`src/rtl/prbs_pkg.sv`:
```
// prbs_pkg: shared modes, PRBS polynomial constants and the LFSR step.
// Used by prbs_scrambler and prbs_err_cnt.
package prbs_pkg;

  typedef enum logic [1:0] {
    MODE_ADD   = 2'b00,
    MODE_MSCR  = 2'b01,
    MODE_MDSCR = 2'b10,
    MODE_BYP   = 2'b11
  } mode_e;

  localparam logic [6:0]  PRBS7_TAPS  = 7'h60;
  localparam logic [6:0]  PRBS7_SEED  = '1;
  localparam logic [14:0] PRBS15_TAPS = 15'h6000;
  localparam logic [14:0] PRBS15_SEED = '1;
  localparam logic [22:0] PRBS23_TAPS = 23'h420000;
  localparam logic [22:0] PRBS23_SEED = '1;
  localparam logic [30:0] PRBS31_TAPS = 31'h48000000;
  localparam logic [30:0] PRBS31_SEED = '1;

  // Unrolled Fibonacci steps; bit 0 of data goes first.
  // Returns {next_state[31:0], out[63:0]}.
  function automatic logic [95:0] lfsr_step_n(
    input logic [31:0] state,
    input logic [63:0] data,
    input mode_e       mode,
    input int          len,
    input int          dw,
    input logic [31:0] taps
  );
    logic [31:0] s;
    logic [31:0] mask;
    logic [63:0] o;
    logic        fb;
    logic        x;
    mask = (len >= 32) ? '1 : ((32'd1 << len) - 32'd1);
    s    = state & mask;
    o    = '0;
    fb   = 1'b0;
    x    = 1'b0;
    for (int j = 0; j < 64; j++) begin
      if (j < dw) begin
        if (mode == MODE_BYP) begin
          o[j] = data[j];
        end else begin
          fb   = ^(s & taps);
          o[j] = data[j] ^ fb;
          case (mode)
            MODE_ADD:  x = fb;
            MODE_MSCR: x = o[j];
            default:   x = data[j];
          endcase
          s = ((s << 1) | {31'd0, x}) & mask;
        end
      end
    end
    return {s, o};
  endfunction

endpackage

```
`src/rtl/prbs_err_cnt.sv`:
```
// prbs_err_cnt: popcount of a checked beat into a
// saturating 16-bit error counter; clear wins over increment.
module prbs_err_cnt
  import prbs_pkg::*;
#(
  parameter int DW = 8
) (
  input  logic          clk,
  input  logic          rst,
  input  logic          inc,
  input  logic [DW-1:0] data,
  input  logic          clr,
  output logic [15:0]   cnt
);

  logic [15:0] cnt_q;
  logic [15:0] cnt_d;
  logic [6:0]  pop;
  logic [16:0] sum;

  // Count ones, add, clamp at all-ones, clear has priority.
  always_comb begin
    pop = '0;
    for (int i = 0; i < DW; i++) begin
      pop = pop + {6'd0, data[i]};
    end
    sum   = {1'b0, cnt_q} + {10'd0, pop};
    cnt_d = cnt_q;
    if (clr) begin
      cnt_d = '0;
    end else if (inc) begin
      cnt_d = sum[16] ? 16'hFFFF : sum[15:0];
    end
  end

  // Counter register.
  always_ff @(posedge clk) begin
    if (rst) cnt_q <= '0;
    else     cnt_q <= cnt_d;
  end

  assign cnt = cnt_q;

endmodule

```
`src/rtl/prbs_scrambler.sv`:
```
// prbs_scrambler: additive / multiplicative LFSR scrambler with
// 1-cycle registered stream output. Checker: define SCR_PRBS_CHK_EN.
module prbs_scrambler
  import prbs_pkg::*;
#(
  parameter int             DW   = 8,
  parameter int             LEN  = 15,
  parameter logic [LEN-1:0] TAPS = 15'h6000,
  parameter logic [LEN-1:0] SEED = {LEN{1'b1}}
) (
  input  logic           clk,
  input  logic           rst,
  input  logic [1:0]     mode,
  input  logic           seed_load,
  input  logic [LEN-1:0] seed,
  input  logic           in_valid,
  output logic           in_ready,
  input  logic [DW-1:0]  in_data,
  output logic           out_valid,
  input  logic           out_ready,
  output logic [DW-1:0]  out_data
`ifdef SCR_PRBS_CHK_EN
  ,
  input  logic           err_clr,
  output logic [15:0]    err_cnt
`endif
);

  logic [LEN-1:0] state_q;
  logic [LEN-1:0] state_d;
  logic           out_valid_q;
  logic           out_valid_d;
  logic [DW-1:0]  out_data_q;
  logic [DW-1:0]  out_data_d;
  logic [LEN-1:0] start;
  logic [95:0]    step;
  logic           accept;
  logic           unused_step;

  assign in_ready = !out_valid_q || out_ready;
  assign accept   = in_valid && in_ready;

  // Seed select, DW-step keystream, stream register update.
  always_comb begin
    start = state_q;
    if (seed_load) begin
      start = (seed == '0) ? SEED : seed;
    end
    step = lfsr_step_n(32'(start), 64'(in_data), mode_e'(mode),
                       LEN, DW, 32'(TAPS));
    state_d     = start;
    out_valid_d = out_valid_q;
    out_data_d  = out_data_q;
    if (accept) begin
      state_d     = step[64 +: LEN];
      out_valid_d = 1'b1;
      out_data_d  = step[DW-1:0];
    end else if (out_ready) begin
      out_valid_d = 1'b0;
    end
  end

  assign unused_step = ^step;

  // State and output registers.
  always_ff @(posedge clk) begin
    if (rst) begin
      state_q     <= SEED;
      out_valid_q <= 1'b0;
      out_data_q  <= '0;
    end else begin
      state_q     <= state_d;
      out_valid_q <= out_valid_d;
      out_data_q  <= out_data_d;
    end
  end

  assign out_valid = out_valid_q;
  assign out_data  = out_data_q;

`ifdef SCR_PRBS_CHK_EN
  prbs_err_cnt #(.DW(DW)) u_err (
    .clk  (clk),
    .rst  (rst),
    .inc  (accept && (mode == MODE_MDSCR)),
    .data (step[DW-1:0]),
    .clr  (err_clr),
    .cnt  (err_cnt)
  );
`endif

endmodule

```
`config.mk`:
```
export PLATFORM = sky130hd
export DESIGN_NAME = prbs_scrambler
export DESIGN_NICKNAME = d
export VERILOG_FILES = /design/src/rtl/prbs_pkg.sv /design/src/rtl/prbs_err_cnt.sv /design/src/rtl/prbs_scrambler.sv
export SDC_FILE = /design/constraint.sdc
export NUM_CORES = 1
export LEC_CHECK = 0
export ABC_AREA = 0
export ABC_CLOCK_PERIOD_IN_PS = 3100
export BUFFER_PORTS_ARGS = -buffer_cell sky130_fd_sc_hd__buf_2
export CAP_MARGIN = 20
export CELL_PAD_IN_SITES_DETAIL_PLACEMENT = 1
export CELL_PAD_IN_SITES_GLOBAL_PLACEMENT = 1
export CORE_UTILIZATION = 40
export CTS_CLUSTER_SIZE = 12
export DETAILED_ROUTE_END_ITERATION = 6
export GPL_TIMING_DRIVEN = 0
export PLACE_DENSITY_LB_ADDON = 0.05
export SETUP_SLACK_MARGIN = 0.2
export SKIP_CTS_REPAIR_TIMING = 1
export SYNTH_ARGS = -nofsm -noshare
export SYNTH_HDL_FRONTEND = slang
export SYNTH_SLANG_ARGS = --single-unit
export TNS_END_PERCENT = 30
```
`constraint.sdc`:
```
create_clock -name clk -period 3.1 [get_ports clk]
set_clock_uncertainty 0.1 [all_clocks]
set_input_delay 0.62 -clock clk [delete_from_list [all_inputs] [get_ports clk]]
set_output_delay 0.62 -clock clk [all_outputs]
set_load 0.03 [all_outputs]
```
* Word level (Yosys, flattened, before mapping)
Cells that the tools add are included.
** Cells by class
- Eq/ne operators :: 2
- Mux-type cells :: 37
- Bitwise operators :: 16
- Reduce and logical (&&, ||, !) cells :: 14
** Operators by type and width (count)
- XOR reduction 32 bit :: 8
- 2-to-1 mux 15 bit :: 11
- bitwise OR 15 x 1 -> 15 bit :: 8
- 2-to-1 mux 1 bit :: 18
- case mux 1 bit (2 select lines) :: 8
- zero test 15 bit :: 1
- XOR 1 bit :: 8
- == test 2 x 1 -> 1 bit (second input constant) :: 1
- == test 2 bit (second input constant) :: 1
- zero test 2 bit :: 1
- nonzero test 2 bit :: 1
- logical AND 1 bit :: 1
- zero test 1 bit :: 1
- logical OR 1 bit :: 1
** Word-level totals
- Register bits :: 24
- Bits of input ports :: 30
- Output and inout bits :: 10
- Word-level logic and storage cells :: 72

* Longest topological paths before layout
Gate-level depths: netlist of run 1.
- Depth in word-level cells :: 52
- Gate-level depth with buffers :: 7
- Depth with buffers taken out :: 5

* Least setup slack after synthesis of run 1
No wires, ideal clock.
- Path kind :: input to register
- Start :: input seed[3]
- End :: register state_q[6]
- Library setup time :: 0.079 ns
- Arrival time :: 1.940 ns
- Data required time :: 2.921 ns
- Path slack :: 0.981 ns
- Stages :: 5
- Path buffers :: 0
- Cells stage by stage :: nor4_2 > nand4_2 > a31oi_1 > xor3_1 > o211ai_1
** On the way
- Cells in the longest elaborated chain, start to end :: 24
- Elaborated cells between the ends (all ways) :: 28
- Those cells by class :: mux: 15; bitwise: 10; reduce/logical: 3
** Ends and longest elaborated chain
- start: declaration :: RTL line prbs_scrambler.sv:15 : input logic [LEN-1:0] seed,
- zero test 15 bit :: RTL line prbs_scrambler.sv:47 : start = (seed == '0) ? SEED : seed;
- 2-to-1 mux 15 bit (*) :: RTL line prbs_scrambler.sv:47
- 2-to-1 mux 15 bit (*) :: RTL line prbs_scrambler.sv:46 : if (seed_load) begin
- bitwise OR 15 x 1 -> 15 bit :: RTL line prbs_pkg.sv:53 : s = ((s << 1) | {31'd0, x}) & mask;
- 2-to-1 mux 15 bit :: RTL line prbs_pkg.sv:43 : if (mode == MODE_BYP) begin
- XOR reduction 32 bit :: RTL line prbs_pkg.sv:46 : fb = ^(s & taps);
- XOR 1 bit :: RTL line prbs_pkg.sv:47 : o[j] = data[j] ^ fb;
- case mux 1 bit (2 select lines) :: RTL line prbs_pkg.sv:48 : case (mode)
- (+8 left out)
- 2-to-1 mux 15 bit :: RTL line prbs_pkg.sv:43
- bitwise OR 15 x 1 -> 15 bit :: RTL line prbs_pkg.sv:53
- 2-to-1 mux 15 bit :: RTL line prbs_pkg.sv:43
- bitwise OR 15 x 1 -> 15 bit :: RTL line prbs_pkg.sv:53
- 2-to-1 mux 15 bit :: RTL line prbs_pkg.sv:43
- bitwise OR 15 x 1 -> 15 bit :: RTL line prbs_pkg.sv:53
- 2-to-1 mux 15 bit :: RTL line prbs_pkg.sv:43
- 2-to-1 mux 15 bit (*) :: RTL line prbs_scrambler.sv:54 : if (accept) begin
- end signal: assignment :: RTL line prbs_scrambler.sv:72 : state_q <= state_d;
- end: declaration :: RTL line prbs_scrambler.sv:29 : logic [LEN-1:0] state_q;
Mark *: on every way between the ends. The rest lies on a longest branch, timed or not. The select of a mux whose other input is x is not followed.
A chain may end at the register's enable or synchronous reset.

* Final worst setup path of run 1
- Start :: input seed[1]
- End :: register state_q[6]
The elaborated chain is that of the path after synthesis.

==> results.tsv, run 1 <==
metric	value	unit
status	completed	
Pre-antenna DRT Iters	4	
Psw	0.309	mW
Buf+Inv Stages, Crit Path	1	
Crit-path slowest cell	xor3_1	
Max Root-Sink Buffers	2	
post-synth top area share	25.8	%
Clock Root Buffer	clkbuf_8	
io pins	40	
CP startpoint kind	input pin	
Avg Cell Area, Syn	7.89	sq um
Post-synth top cells	24 x dfxtp_1, 24 x nand2_1, 24 x nor2_1, 11 x a31oi_1, 10 x o21ai_0	
Num CTS Buffers	3	
Final GP Congestion	0.924	
via count	1985	
critical path required time	3210	ps
crit end category	flop	
Vert. Die Dim	70.2	microns
# diodes	0	
remaining global-route overflow	0	
DRC Markers	0	
FF/Latch Area	480	sq um
top cell type by total area after synthesis	dfxtp_1	
Fin. Hold Viols	0	
Post-Syn Area	0.00186	sq mm
largest net degree at the start of global routing	14	
CP top delay family	simple AND/OR/NAND/NOR gates	
maxcap violations	0	
EDFF count, synth	0	
fillcell total	577	
crit path DAT	2320	ps
DRT Wirelength	6120	microns
Internal Power	0.570	mW
Comb pwr share	33.9	%
HP Class	reg2reg	
multi-input logic area	0.00127	sq mm
path type of the worst setup path	in2reg	
Net Sw Frac	35.2	%
LEAKAGE	0.882	nW
WL/cell	18.6	microns
Via density	6.03	
DRT antenna net count	0	
fin util	49.1	%
GRT Total Usage	25.8	%
post-synth cell types	56	
number of nets in the layout	308	
Final Cycle Share	71.5	%
Flop pwr share	40.4	%
global-route wire length before repair	9860	microns
gate count after technology mapping	236	
worst path cell trace	buf_2 -> nor4_2 -> nand4_2 -> a31oi_1 -> xor3_1 -> o211ai_1	
max incr delay on CP	460	ps
IO buf count	37	
post-DP HPWL	4790	microns
H-tree depth	1	
worst skew pair latency	270	ps
Die Width	70.2	microns
Area Overhead vs Synth	16.4	%
hold_ws	404	ps
Clock transition at path regs	90	ps
Rows	24	
power density cells	406	mW/mm^2
CTS tree	done	
HP Start	out_data[6]	
unrepaired setup endpoints after global routing	false	
Worst R2R Start	out_valid	
Max-slew headroom	57.6	%
Clk pwr share	25.6	%
Tmin final	2220	ps
Worst IR Drop VDD	0.000170	V
final cell count without fillers	329	
CP Launch Point	seed[1]	
Synth Register Bits	24	
fmax	0.451	GHz
initial antenna violation count	0	
top cells by area, synth	dfxtp_1 26%, nand2_1 4.8%, nor2_1 4.8%, xor2_1 4.2%, a31oi_1 3.7%	
Setup violations, final	0	
Post-Place Cells	325	
async set-or-reset flop fraction in the synthesized netlist	0	%
initial drt markers	59	
max-slew violation count	0	
setup TNS	0	ps
Worst Tran Pin Value	635	ps
core footprint	0.00441	sq mm
Mapped Nets	266	
crit-path max FO	7	
Initial Utilization	42.2	%
Yosys Warn Count	0	
Seq/Total Area, Yosys	25.8	%
Synth Flop Type	dfxtp_1	
clk sink count	24	
layout cells sized above 1	20.2	%
die area	0.00493	sq mm
vias in the first global route	1904	
-- registers in the layout, summed over array words and instances (netlist names) --
name       cells
out_data       8
out_valid      1
state_q       15
-- layout make-up --
| cell class | instances | area share [%] |
|---|---|---|
| Clock buffer | 4 | 2.54 |
| Buffer | 18 | 3.46 |
| Tap cell | 52 | 3.00 |
| Timing Repair Buffer | 37 | 8.55 |
| Inverter | 9 | 1.56 |
| Multi-Input combinational cell | 185 | 58.7 |
| Sequential cell | 24 | 22.2 |
-- power by group through the flow --
stage / sequential, mW / combinational [mW] / clock (mW)
2_1_floorplan: 0.379 / 0.181 / 0
3_3_place_gp: 0.362 / 0.293 / 0
3_5_place_dp: 0.363 / 0.297 / 0
4_1_cts: 0.355 / 0.298 / 0.229
5_1_grt: 0.359 / 0.327 / 0.239
6_report: 0.356 / 0.299 / 0.225
-- layout by cell type (no fill, tap or decap), types with 2 or more instances in the layout --
cell type / instances
xor2_1: 9
o31ai_1: 4
buf_2: 43
a311oi_1: 4
dfxtp_1: 24
nor2_1: 24
inv_1: 9
xor3_1: 2
nand2_1: 24
or3_1: 5
and3_1: 2
xnor2_1: 4
nand2b_1: 2
a21oi_1: 7
nand3_1: 4
nand3b_1: 3
a21boi_1: 2
a31oi_1: 11
o21ai_0: 10
a221o_1: 3
clkbuf_8: 4
nor4_2: 2
o221ai_1: 4
o21a_1: 3
mux2_1: 5
o211ai_1: 2
o22ai_1: 5
and2_1: 3
nor3_1: 4
clkbuf_1: 9
o2111ai_1: 2
mux2i_1: 4
a211oi_1: 6
o311ai_1: 3
buf_1: 3
-- worst register-to-register path: stages, from the launching register on --
cell and delay, ps:
dfxtp_1 320, nand2b_1 140, and2_1 170, clkbuf_1 390, clkbuf_1 380, o21ai_0 130, a31oi_1 150
-- metal layers --
| layer | wire length, microns | global-route usage (%) | vias to the layer above |
|---|---|---|---|
| met5 | 0 | 0 | - |
| met4 | 40 | 4.00 | 0 |
| met3 | 379 | 3.46 | 5 |
| met2 | 2790 | 43.2 | 61 |
| met1 | 2910 | 35.8 | 940 |
| li1 | - | - | 979 |
-- kinds of logic (layout without fill, tap and decap cells) --
family / after synthesis / count (layout) / synth area share [%]
AOI/OAI and AO/OA: 77 / 77 / 30.2
DFF: 24 / 24 / 25.8
xor gates and xnor gates: 15 / 15 / 8.67
muxes: 10 / 10 / 5.78
buffers and inverters: 27 / 68 / 5.85
and+or+nand+nor: 83 / 83 / 23.7
-- worst paths after layout --
kind / end / slack, ps / cells past startpoint
hold / removal: out_data[6] / 400 / 2
setup / recovery: state_q[6] / 880 / 6
hold reg to reg: out_data[6] / 400 / 2
setup reg to reg: out_data[0] / 1260 / 6
-- through the flow --
step	power (mW)	setup slack, ps	cell area (sq um)
after floorplan	0.561	981	1860
after global placement	0.655	608	2110
after detailed placement	0.659	601	2110
after CTS	0.882	902	2170
after global routing	0.926	705	2170
final	0.880	884	2170
(Power assumes the default switching activity.)
==> run 2: changes to the inputs <==
ABC_AREA = 1   (was 0)
ABC_CLOCK_PERIOD_IN_PS = 1800   (was 3100)
CORE_UTILIZATION = 34   (was 40)
clock period = 1.8 ns   (was 3.1 ns; I/O delays follow)
==> run 2 against run 1 <==
Against the previous run: first-iteration DRC count is 24% higher; via count is 9.5% higher; cell count is 32% higher; combinational power is 110% higher; routed wire length is 0.65% higher; hold slack worse by 150 ps; critical endpoint is now state_q[1]; largest cell class unchanged; largest power group is now combinational logic.
==> results.tsv, run 2 <==
metric	value	unit	change
clk sink count	24		unchanged
Vert. Die Dim	76.3	microns	+8.7%
WHS Path Cells	4		+2
CTS tree	done		
Fin. Hold Viols	0		unchanged
Area after DPL	0.00221	sq mm	+4.9%
Via density	5.02		-17%
max-slew violation count	0		unchanged
maxcap violations	0		unchanged
initial antenna violation count	0		unchanged
die area	0.00582	sq mm	+18%
Net Sw Frac	37.2	%	+2.0 points
worst setup margin	116	ps	-768 ps
DRT Wirelength	6160	microns	+0.65%
WL/cell	14.2	microns	-24%
Synth Register Bits	24		unchanged
Seq/Total Area, Yosys	25.6	%	-0.22 points
most frequent cells in the layout	59 x nand2_1, 38 x buf_2, 30 x nor2_1, 30 x nand3_1, 29 x inv_1		
CP startpoint kind	input pin		
Crit-path slowest cell	nand3_1		
Area Overhead vs Synth	35.6	%	
number of nets in the layout	394		+28%
vias in the first global route	2160		+13%
GRT Total Usage	20.7	%	-5.1 points
Synth Flop Type	dfxtp_1		
r2r setup slk	160	ps	-1100 ps
worst skew pair latency	270	ps	about the same
# diodes	0		unchanged
critical path required time	1920	ps	-1290 ps
Place WS	-256	ps	-857 ps
Internal Power	1.01	mW	+77%
layout cells sized above 1	36.6	%	+16 points
Pre-antenna DRT Iters	4		unchanged
Clock Root Buffer	clkbuf_8		
io pins	40		unchanged
crit-path max FO	6		-1
DRT antenna net count	0		unchanged
async set-or-reset flop fraction in the synthesized netlist	0	%	unchanged
Die Width	76.3	microns	+8.7%
Final GP Congestion	0.851		-7.9%
commonest non-fill, non-tap cell in the layout	nand2_1		
max FFs per register	15		unchanged
Initial Utilization	36.1	%	-6.1 points
IO buf count	39		+5.4%
fmax	0.594	GHz	
post-DP HPWL	4500	microns	-6.1%
gate count after technology mapping	310		+31%
Most flops, register	state_q		
Post-Syn Area	0.00188	sq mm	+0.87%
fillcell total	707		+23%
top cell type by total area after synthesis	dfxtp_1		
core footprint	0.00520	sq mm	+18%
DRC Markers	0		unchanged
Worst Tran Pin Value	538	ps	-97.9 ps
Max-slew headroom	64.2	%	+6.5 points
global-route wire length before repair	9890	microns	+0.27%
fin area	0.00255	sq mm	+17%
Clock transition at path regs	90	ps	about the same
Final Cycle Share	93.5	%	
hold_ws	254	ps	-150 ps
crit end category	flop		
Worst R2R Start	state_q[13]		
path type of the worst setup path	in2reg		
Critical Path Most Common Cell	nand2_1		
remaining global-route overflow	0		unchanged
Mapped Nets	340		+28%
Clk pwr share	23.9	%	-1.7 points
Tmin final	1680	ps	
Max Root-Sink Buffers	2		unchanged
status	completed		
H-tree depth	1		unchanged
via count	2173		+9.5%
worst path cell trace	buf_2 -> nor2_2 -> nand2_2 -> nor2_4 -> nand2_4 -> nand2_1 -> nand2_1 -> nand2_2 -> nand2_1 -> nand3_1 -> nand3_1 -> o21ai_1 -> nand3_1 -> nand2_1		
power density cells	631	mW/mm^2	+55%
post-synth top area share	25.6	%	-0.22 points
Flop pwr share	37.0	%	-3.4 points
HP Class	in2reg		
max incr delay on CP	130	ps	-330 ps
EDFF count, synth	0		unchanged
most frequent cell after synthesis	nand2_1		
crit path DAT	1810	ps	-510 ps
CP Launch Point	seed[10]		
post-synth cell types	29		-48%
Post-synth top cells	77 x nand2_1, 42 x nor2_1, 33 x nand3_1, 32 x inv_1		
Avg Cell Area, Syn	6.06	sq um	-23%
Worst IR Drop VDD	0.000282	V	+67%
Rows	26		+8.3%
unrepaired setup endpoints after global routing	true		
largest net degree at the start of global routing	14		unchanged
top cells by area, synth	dfxtp_1 26%, nand2_1 15%, nand3_1 8.8%, nor2_1 8.4%, o21ai_0 6.4%		
Yosys Warn Count	0		unchanged
LEAKAGE	1.27	nW	+44%
HP Start	out_ready		
Comb pwr share	39.0	%	+5.1 points
Num CTS Buffers	3		unchanged
fin util	48.9	%	-0.17 points
R2R depth	9		+3
Setup violations, final	0		unchanged
Psw	0.598	mW	+93%
initial drt markers	73		+24%
==> run 2: cell types whose count changed after synthesis, sizes merged, moves of 5 or more <==
cell and delta:
nand3 +36, nand2 +68, a31oi -12, or2 +8, nor2 +19, mux2 -6, xor2 -9, o21ai +15
a211oi -6, nand4 +9, inv +23, or3 -5
==> run 2: logic make-up (layout without fill, tap and decap cells) <==
family | Yosys count | count (layout) | synth area share (%)
AND/OR/NAND/NOR | 198 | 200 | 50.2
buffers and inverters | 44 | 95 | 10.7
AO/OA/AOI/OAI | 42 | 42 | 12.3
flip-flops | 24 | 24 | 25.6
XOR/XNOR | 2 | 2 | 1.33
==> run 2: path summary, 6_finish.rpt <==
path | to
setup / recovery | state_q[1]
hold / removal | out_valid
setup reg to reg | state_q[1]
hold reg to reg | out_valid
==> run 2: worst max-delay path: cells and delay by family <==
| kind | cells | cell delay [ps] |
|---|---|---|
| compound gates | 1 | 90 |
| simple gates | 12 | 1230 |
| buf+inv | 1 | 120 |
==> run 2: layout make-up <==
type	instances	area, sq um	share of cell area, %
plain buffers	11	85.1	3.34
clock buffers	4	55.1	2.16
inverters	33	128	5.01
multi-input cells	244	1430	56.1
flip-flops and latches	24	482	18.9
well taps	70	87.6	3.44
repair buffers	47	282	11.1
==> run 2: power by group through the flow <==
stage | combinational [mW] | sequential, mW | clock, mW
2_1_floorplan | 0.359 | 0.643 | 0
3_3_place_gp | 0.539 | 0.606 | 0
3_5_place_dp | 0.549 | 0.608 | 0
4_1_cts | 0.553 | 0.595 | 0.392
5_1_grt | 0.699 | 0.601 | 0.422
6_report | 0.627 | 0.595 | 0.384
==> run 2: layer usage <==
metal | track usage (%) | wire length, microns
met2 | 36.5 | 3100
met4 | 2.88 | 51
met1 | 27.3 | 2910
met5 | 0 | 0
met3 | 2.99 | 98
==> run 2: through the flow <==
step           cells  power, mW  setup TNS (ps)
3_3_place_gp     419       1.14           -2940
6_report         433       1.61               0
2_1_floorplan    310       1.00               0
4_1_cts          423       1.54               0
5_1_grt          433       1.72               0
3_5_place_dp     419       1.16           -3290
==> run 3: changes to the inputs <==
CORE_MARGIN = 5   (was not set)
RECOVER_POWER = 50   (was not set)
==> run 3 against run 2 <==
Against the previous run: register-to-register slack barely moved; via count up 3.1%; combinational power is 6.1% higher; non-clock buffer count rose by 2; fmax decreased by 1.4%; routed wire length grew 7.5%; clock power is 11% lower; critical path depth unchanged; power decreased by 0.25%; count of clock-buffer cells in the layout down 1; largest cell class unchanged.
==> results.tsv, run 3 (synthesis results as in run 2) <==
metric	value	unit	change
Die Width	84.3	microns	+10%
via count	2241		+3.1%
Area after DPL	0.00222	sq mm	+0.11%
status	completed		
remaining global-route overflow	0		unchanged
vias in the first global route	2123		-1.7%
Psw	0.625	mW	+4.6%
Vert. Die Dim	84.3	microns	+10%
worst skew pair latency	280	ps	about the same
Rows	27		+3.8%
maxcap violations	0		unchanged
met2 Use GR	28.3	%	-8.2 points
post-DP HPWL	4750	microns	+5.4%
Place WS	-253	ps	+2.46 ps
Clock transition at path regs	90	ps	about the same
max-slew violation count	0		unchanged
Most flops, register	state_q		
GRT Total Usage	16.9	%	-3.9 points
clk sink count	24		unchanged
Num CTS Buffers	3		unchanged
reg2reg end	out_data[2]		
Comb pwr share	41.5	%	+2.5 points
die area	0.00711	sq mm	+22%
Max-slew headroom	60.6	%	-3.6 points
max incr delay on CP	180	ps	+50 ps
core footprint	0.00544	sq mm	+4.5%
number of nets in the layout	395		+0.25%
crit path DAT	1790	ps	-20 ps
H-tree depth	1		unchanged
path type of the worst setup path	in2reg		
commonest non-fill, non-tap cell in the layout	nand2_1		
crit-path max FO	7		+1
fin area	0.00267	sq mm	+4.7%
LEAKAGE	1.28	nW	+0.63%
crit end category	flop		
DRC Markers	0		unchanged
unrepaired setup endpoints after global routing	true		
Critical Path Most Common Cell	nand2_1		
Max Root-Sink Buffers	2		unchanged
Fin. Hold Viols	0		unchanged
critical path required time	1890	ps	-30 ps
initial antenna violation count	0		unchanged
Clock Root Buffer	clkbuf_8		
fillcell total	716		+1.3%
CP Launch Point	seed[4]		
Tmin final	1710	ps	+23.8 ps
DRT Wirelength	6620	microns	+7.5%
largest net degree at the start of global routing	13		-1
CTS tree	done		
most frequent cells in the layout	48 x nand2_1, 30 x nand2_2, 30 x nor2_1		
fin util	49.0	%	+0.081 points
power density cells	601	mW/mm^2	-4.7%
fmax	0.586	GHz	-1.4%
Initial Utilization	34.5	%	-1.6 points
met1 usage	23.1	%	-4.2 points
layout cells sized above 1	38.3	%	+1.7 points
initial drt markers	98		+34%
Pre-antenna DRT Iters	4		unchanged
Setup violations, final	0		unchanged
IO buf count	39		unchanged
Final Cycle Share	94.9	%	+1.3 points
Worst R2R Start	state_q[13]		
DRT antenna net count	0		unchanged
R2R depth	8		-1
Via density	5.15		+2.7%
worst path cell trace	buf_2 -> nor2_4 -> nand2_1 -> nor2_4 -> nand2_4 -> buf_8 -> nand2_4 -> nand3_4 -> nand2_1 -> nand2_2 -> nand3_1 -> o21ai_1 -> nand3_1 -> nand2_1		
global-route wire length before repair	9970	microns	+0.84%
# diodes	0		unchanged
CP startpoint kind	input pin		
Flop pwr share	37.1	%	about the same
WL/cell	15.2	microns	+7.0%
Final GP Congestion	0.864		+1.5%
met3 track demand over resource	2.75	%	-0.25 points
WHS Path Cells	5		+1
Worst Tran Pin Value	591	ps	+53.9 ps
r2r setup slk	170	ps	about the same
Worst IR Drop VDD	0.000315	V	+11%
Crit-path slowest cell	buf_8		
gr busiest metal	met2		
HP Class	in2reg		
max FFs per register	15		unchanged
Internal Power	0.977	mW	-3.1%
Area Overhead vs Synth	41.9	%	
worst setup margin	92.4	ps	-23.8 ps
setup TNS	0	ps	unchanged
crit path capture	state_q[5]		
Net Sw Frac	39.0	%	+1.8 points
io pins	40		unchanged
Clk pwr share	21.4	%	-2.5 points
==> run 3: cell type report <==
cell class	count	area [sq um]	share of cell area [%]
Multi-Input combinational cell	243	1510	56.6
Timing Repair Buffer	49	333	12.5
Sequential cell	24	480	18.0
Inverter	33	128	4.79
Clock buffer	3	41.3	1.55
Buffer	11	85.1	3.19
Tap cell	72	90.1	3.38
==> run 3: layer usage <==
metal  wire length, microns  vias to the layer above
met3                    241                        5
met5                      0                        -
met2                   3330                       33
met4                     47                        0
met1                   3000                     1084
li1                       -                     1119
==> run 3: power groups by stage <==
stage	logic (mW)	clock network (mW)	registers (mW)
after global placement	0.540	0	0.605
after CTS	0.555	0.361	0.595
final	0.665	0.342	0.595
after floorplan	0.359	0	0.643
after detailed placement	0.553	0	0.607
after global routing	0.738	0.382	0.601
==> run 3: stage by stage <==
stage,total power [mW],cells,hold WS [ps]
2_1_floorplan,1.00,310,429
3_3_place_gp,1.15,421,373
3_5_place_dp,1.16,421,399
4_1_cts,1.51,424,258
5_1_grt,1.72,435,303
6_report,1.60,435,273
==> run 3: how the worst min path moves through the flow <==
| stage | from | to |
|---|---|---|
| 2_1_floorplan | state_q[2] | state_q[10] |
| 3_3_place_gp | out_valid | out_valid |
| 3_5_place_dp | out_valid | out_valid |
| 4_1_cts | out_ready | out_valid |
| 5_1_grt | in_data[2] | out_data[2] |
| 6_report | in_data[7] | out_data[7] |
==> run 3: worst max-delay path: cells and delay by family <==
| family | cells | cell delay [ps] |
|---|---|---|
| AND/OR/NAND/NOR | 11 | 1040 |
| buffers and inverters | 2 | 300 |
| AO/OA/AOI/OAI | 1 | 80 |
